===== config.mk =====
export PLATFORM = sky130hd
export DESIGN_NAME = mac_engine
export DESIGN_NICKNAME = d
export VERILOG_FILES = /design/src/rtl/mac_pkg.sv /design/src/rtl/mac_round_sat.sv /design/src/rtl/mac_engine.sv
export SDC_FILE = /design/constraint.sdc
export NUM_CORES = 1
export LEC_CHECK = 0
export BUFFER_PORTS_ARGS = -buffer_cell sky130_fd_sc_hd__buf_2
export CAP_MARGIN = 20
export CORE_AREA = 2 2 183 185
export CTS_CLUSTER_SIZE = 20
export DETAILED_ROUTE_END_ITERATION = 7
export DIE_AREA = 0 0 185 187
export PLACE_DENSITY = 0.68
export SLEW_MARGIN = 10
export SYNTH_ARGS = -nofsm -noshare
export SYNTH_HDL_FRONTEND = slang
export SYNTH_SLANG_ARGS = --single-unit
export TNS_END_PERCENT = 100

===== constraint.sdc =====
create_clock -name clk -period 8.35 [get_ports clk]
set_input_delay 2.0875 -clock clk [delete_from_list [all_inputs] [get_ports clk]]
set_output_delay 2.0875 -clock clk [all_outputs]
set_load 0.03 [all_outputs]

===== src/rtl/mac_pkg.sv =====
// rtl/mac_pkg.sv - shared widths, result record and parameter check for mac_engine
package mac_pkg;

    localparam int DEF_DATA_W = 16;
    localparam int DEF_COEF_W = 16;
    localparam int DEF_ACC_W  = 40;
    localparam int DEF_OUT_W  = 16;
    localparam int DEF_SHIFT  = 15;

    // Widest result the record can carry; narrower results are sign-extended into it.
    localparam int MAX_OUT_W  = 64;

    typedef struct packed {
        logic [MAX_OUT_W-1:0] data;
        logic                 sat;
        logic                 ovf;
    } mac_result_t;

    // True when the accumulator can hold at least one full-width product.
    function automatic logic acc_w_ok(input int acc_w, input int data_w, input int coef_w);
        return acc_w >= data_w + coef_w;
    endfunction

endpackage


===== src/rtl/mac_round_sat.sv =====
// rtl/mac_round_sat.sv - combinational half-up rounding, arithmetic shift and saturation
//   i_acc  : signed accumulator value (ACC_W)
//   o_data : rounded, clipped result (OUT_W)
//   o_sat  : o_data was clipped
module mac_round_sat #(
    parameter int ACC_W = 40,
    parameter int OUT_W = 16,
    parameter int SHIFT = 15
) (
    input  logic signed [ACC_W-1:0] i_acc,
    output logic        [OUT_W-1:0] o_data,
    output logic                    o_sat
);
    // One guard bit so the rounding add cannot wrap.
    localparam int EXT_W   = ACC_W + 1;
    // Compare at a width that holds both the shifted value and the output range.
    localparam int CMP_W   = ((EXT_W > OUT_W) ? EXT_W : OUT_W) + 1;
    localparam int RND_POS = (SHIFT > 0) ? SHIFT - 1 : 0;

    localparam logic signed [EXT_W-1:0] RND  = (SHIFT > 0) ? (EXT_W'(1) << RND_POS) : '0;
    localparam logic signed [CMP_W-1:0] MAXV = {{(CMP_W-OUT_W+1){1'b0}}, {(OUT_W-1){1'b1}}};
    localparam logic signed [CMP_W-1:0] MINV = ~MAXV;

    logic signed [EXT_W-1:0] w_ext;
    logic signed [EXT_W-1:0] w_sum;
    logic signed [EXT_W-1:0] w_shr;
    logic signed [CMP_W-1:0] w_wide;
    logic signed [CMP_W-1:0] w_clip;
    logic                    w_over;
    logic                    w_under;
    logic                    w_unused_hi;

    assign w_ext   = EXT_W'(i_acc);
    assign w_sum   = w_ext + RND;
    assign w_shr   = w_sum >>> SHIFT;
    assign w_wide  = CMP_W'(w_shr);
    assign w_over  = w_wide > MAXV;
    assign w_under = w_wide < MINV;
    assign w_clip  = w_over ? MAXV : (w_under ? MINV : w_wide);

    assign o_data  = w_clip[OUT_W-1:0];
    assign o_sat   = w_over | w_under;

    // Upper bits are only sign copies once clipped.
    assign w_unused_hi = ^w_clip[CMP_W-1:OUT_W];

endmodule


===== src/rtl/mac_engine.sv =====
// rtl/mac_engine.sv - pipelined signed multiply-accumulate with rounded, saturated vector results
//   clk, rst                       : clock, synchronous active-high reset
//   in_valid/in_ready/in_a/in_b/in_last : operand beat handshake, last marks end of vector
//   out_valid/out_ready/out_data/out_sat/out_ovf : result handshake with clip and wrap flags
module mac_engine
    import mac_pkg::*;
#(
    parameter int DATA_W = DEF_DATA_W,
    parameter int COEF_W = DEF_COEF_W,
    parameter int ACC_W  = DEF_ACC_W,
    parameter int OUT_W  = DEF_OUT_W,
    parameter int SHIFT  = DEF_SHIFT
) (
    input  logic                     clk,
    input  logic                     rst,
    input  logic                     in_valid,
    output logic                     in_ready,
    input  logic signed [DATA_W-1:0] in_a,
    input  logic signed [COEF_W-1:0] in_b,
    input  logic                     in_last,
    output logic                     out_valid,
    input  logic                     out_ready,
    output logic        [OUT_W-1:0]  out_data,
    output logic                     out_sat,
    output logic                     out_ovf
);
    localparam int PROD_W = DATA_W + COEF_W;

    generate
        if (!acc_w_ok(ACC_W, DATA_W, COEF_W)) begin : g_bad_acc_w
            $error("mac_engine: ACC_W must be at least DATA_W+COEF_W");
        end
        if (OUT_W > MAX_OUT_W || OUT_W < 2) begin : g_bad_out_w
            $error("mac_engine: OUT_W out of range");
        end
    endgenerate

    // S1: product stage
    logic signed [PROD_W-1:0] r_prod;
    logic                     r_v1;
    logic                     r_last1;
    logic                     r_first1;
    logic                     r_first;

    // S2: accumulate stage
    logic signed [ACC_W-1:0]  r_acc;
    logic                     r_ovf_acc;
    logic                     r_v2;
    logic                     r_last2;

    // Output register
    mac_result_t              r_res;
    logic                     r_out_valid;

    logic                     w_stall;
    logic                     w_accept;
    logic signed [ACC_W-1:0]  w_prod_ext;
    logic signed [ACC_W-1:0]  w_base;
    logic signed [ACC_W-1:0]  w_acc_next;
    logic                     w_ovf_step;
    logic                     w_ovf_next;
    logic                     w_s2_fire;
    logic                     w_load;
    logic        [OUT_W-1:0]  w_rs_data;
    logic                     w_rs_sat;
    logic                     w_unused_res;

    // A held result freezes the whole pipe, so nothing behind it can overwrite it.
    assign w_stall  = r_out_valid && !out_ready;
    assign in_ready = !w_stall;
    assign w_accept = in_valid && in_ready;

    always_ff @(posedge clk) begin
        if (rst) begin
            r_prod   <= '0;
            r_v1     <= 1'b0;
            r_last1  <= 1'b0;
            r_first1 <= 1'b0;
            r_first  <= 1'b1;
        end else if (!w_stall) begin
            r_prod   <= in_a * in_b;
            r_v1     <= in_valid;
            r_last1  <= in_last;
            r_first1 <= r_first;
            if (w_accept) begin
                r_first <= in_last;
            end
        end
    end

    assign w_prod_ext = ACC_W'(r_prod);
    assign w_base     = r_first1 ? '0 : r_acc;
    assign w_acc_next = w_base + w_prod_ext;
    assign w_ovf_step = (w_base[ACC_W-1] == w_prod_ext[ACC_W-1]) &&
                        (w_acc_next[ACC_W-1] != w_base[ACC_W-1]);
    // The first beat of a vector starts a fresh sticky flag.
    assign w_ovf_next = (r_first1 ? 1'b0 : r_ovf_acc) | w_ovf_step;
    assign w_s2_fire  = r_v1 && !w_stall;

    always_ff @(posedge clk) begin
        if (rst) begin
            r_acc     <= '0;
            r_ovf_acc <= 1'b0;
            r_v2      <= 1'b0;
            r_last2   <= 1'b0;
        end else if (!w_stall) begin
            r_v2    <= r_v1;
            r_last2 <= r_last1;
            if (w_s2_fire) begin
                r_acc     <= w_acc_next;
                r_ovf_acc <= w_ovf_next;
            end
        end
    end

    // Rounds the completed vector sum held in r_acc.
    mac_round_sat #(
        .ACC_W (ACC_W),
        .OUT_W (OUT_W),
        .SHIFT (SHIFT)
    ) u_round_sat (
        .i_acc  (r_acc),
        .o_data (w_rs_data),
        .o_sat  (w_rs_sat)
    );

    assign w_load = r_v2 && r_last2 && !w_stall;

    always_ff @(posedge clk) begin
        if (rst) begin
            r_out_valid <= 1'b0;
            r_res       <= '0;
        end else if (w_load) begin
            r_out_valid <= 1'b1;
            r_res       <= '{data: MAX_OUT_W'($signed(w_rs_data)), sat: w_rs_sat, ovf: r_ovf_acc};
        end else if (r_out_valid && out_ready) begin
            r_out_valid <= 1'b0;
        end
    end

    assign out_valid    = r_out_valid;
    assign out_data     = r_res.data[OUT_W-1:0];
    assign out_sat      = r_res.sat;
    assign out_ovf      = r_res.ovf;
    assign w_unused_res = ^r_res.data;

endmodule

==> results.sh <==
export IMPL_run_status="completed"
export IMPL_cts_buffer_depth=2
export IMPL_seq_area_um2=1960
export IMPL_maxSlewHeadroom=0.455
export IMPL_gr_total_overflow=0
export IMPL_htreeDepth=3
export IMPL_end_kind="flip-flop"
export IMPL_die_w_um=185
export IMPL_wirelength_um=36100
export IMPL_period_share=0.952
export IMPL_final_cell_mix="inv_1, nand2_1, fa_1, ha_1, and2_1"
export IMPL_io_buffers=56
export IMPL_fin_tns_setup_ns=0
export IMPL_clock_fmax_mhz=126
export IMPL_arrival_ns=8.23
export IMPL_yosys_area_share_adder=0.422
export IMPL_yosys_area_share_simple=0.191
export IMPL_syn_area_per_cell_um2=8.34
export IMPL_muxShareOfSynthArea=0.00381
export IMPL_dr_pass1_iters=8
export IMPL_synthArstFlopShare=0
export IMPL_synth_compound_area_frac=0.125
export IMPL_grt_pass1_vias=13047
export IMPL_maxSlewViolCount=0
export IMPL_die_h_um=187
export IMPL_gp_congestion=0.905
export IMPL_worstSetupPathType="primary input to flip-flop"
export IMPL_multi_input_area_um2=12600
export IMPL_rows=67
export IMPL_largest_reg_flops=40
export IMPL_postSynthCellCount=1932
export IMPL_cp_max_fo=8
export IMPL_drtAntennaViolNets=0
export IMPL_worstMarginPinSlew_ns=0.817
export IMPL_setup_violations=0
export IMPL_start_kind="primary input"
export IMPL_synth_flop_cell="dfxtp_1"
export IMPL_layout_commonest_cell="inv_1"
export IMPL_synth_top_area_cell="fa_1"
export IMPL_synth_top_family_by_area="adder cells"
export IMPL_antenna_found_initial=0
export IMPL_clock_sinks=98
export IMPL_insertedDiodeCount=0
export IMPL_worst_ep_required_time_ns=8.63
export IMPL_top_register="r_acc"
export IMPL_stdcell_area_um2=17400
export IMPL_seq_area_frac_synth=0.122
export IMPL_path_clk_slew_ns=0.08
export IMPL_start_util=0.490
export IMPL_synth_top_area_share=0.327
export IMPL_numCtsBuffers=9
export IMPL_synth_edf_count=0
export IMPL_ys_seq_elements=98
export IMPL_nNetsFinal=2395
export IMPL_cts_tree="done"
export IMPL_grt_max_degree=76
export IMPL_syn_to_final_growth_pct=7.72
export IMPL_skew_ns=0.0131
export IMPL_yosys_warnings=0
export IMPL_grt_usage=0.219
export IMPL_dpl_hpwl_um=29700
export IMPL_final_layout_size_suffix_gt1_frac=0.0748
export IMPL_synth_fp_nets=2354
export IMPL_finalHoldViolations=0
export IMPL_drv_cap=0
export IMPL_synthDistinctLibCells=72
export IMPL_drc_errors=0
export IMPL_syn_area_um2=16100
export IMPL_design_core_area_um2=32900
export IMPL_viasPerCell=5.22
export IMPL_synthTopCellsByArea="fa_1, dfxtp_1, ha_1, inv_1, nand2_1"
export IMPL_fin_ws_ns=0.403
export IMPL_cts_setup_buffers=0
export IMPL_final_fill_count=3124
export IMPL_drt_initial_drc_count=575
export IMPL_place_area_um2=17000
export IMPL_period_minus_slack_ns=7.95
export IMPL_rsz0062_at_grt="no"
export IMPL_io_pins=57
export IMPL_die_area_um2=34600
export IMPL_insertion_delay_ns=0.36
export IMPL_grt_pass1_wl_um=62900
export IMPL_hp_class="flip-flop to flip-flop"
export IMPL_cts_root_buf="clkbuf_16"
export IMPL_dpl_worst_slack_ns=0.00412
export IMPL_synthXorXnorAreaFrac=0.0397
export IMPL_wire_per_inst_um=14.9
export IMPL_route_vias_total=12666
logic make-up after synthesis:
| group | Yosys count |
|---|---|
| mux | 6 |
| buf+inv | 413 |
| simple gates | 634 |
| xor+xnor | 73 |
| flops | 98 |
| fa+ha+maj | 385 |
| compound gates | 323 |
routing by layer:
metal	vias to the layer above	global-route usage	share of wire
met4	0	0.0461	0.015
met2	275	0.370	0.47
met1	6141	0.307	0.47
met3	36	0.0204	0.038
met5	-	0	0
li1	6214	-	-
through the flow:
stage          utilization  hold slack, ns  std cells
2_1_floorplan            -           0.427       1932
3_3_place_gp         0.519           0.434       2410
3_5_place_dp         0.519           0.440       2410
4_1_cts              0.528           0.450       2426
5_1_grt              0.528           0.473       2426
6_report             0.528           0.446       2426
Yosys cell counts, types with 19 or more instances:
master and count:
nand2b_1 19, a21oi_1 115, nor2_1 62, ha_1 122
and2_1 120, clkbuf_1 63, nand2_1 277, dfxtp_1 98
nand3_1 41, xor2_1 28, inv_1 339, fa_1 263
nor2b_1 40, a21o_1 28, xnor2_1 45, o21ai_0 76
worst max-delay path: stages:
cell and delay [ns]:
buf_2 0.16, and2_1 0.22, fa_1 0.54, inv_1 0.11, fa_1 0.54, inv_1 0.05, fa_1 0.51, fa_1 0.43
fa_1 0.54, inv_1 0.05, fa_1 0.52, inv_1 0.04, ha_1 0.31, and2_1 0.18, a221o_1 0.29, a211o_1 0.29
a41o_1 0.24, nand3_1 0.08, o311ai_1 0.14, o311ai_0 0.40, mux2_2 0.38, o22ai_1 0.10
layout make-up:
cell class / instances / area share
clock buffers: 9 / 0.0130
clock inverters: 7 / 0.00454
inverters: 340 / 0.0735
multi-input cells: 1421 / 0.726
flip-flops and latches: 98 / 0.113
well taps: 448 / 0.0323
repair buffers: 103 / 0.0372
worst paths after layout:
kind | from | end | slack, ns | cells past startpoint
setup / recovery | in_a[15] | r_prod[30] | 0.40 | 22
hold / removal | r_acc[9] | r_acc[9] | 0.45 | 2
setup reg to reg | r_first1 | r_acc[23] | 4.42 | 13
hold reg to reg | r_acc[9] | r_acc[9] | 0.45 | 2
what timing repair did:
action                                  in CTS  in global routing
resized for setup                            0                  3
endpoints found under the setup margin       0                  4
hold buffers                                 0                  0
Power is left out: the tool's default activity adds up to more than one toggle a clock period on the data nets, which glitch-free logic cannot reach.
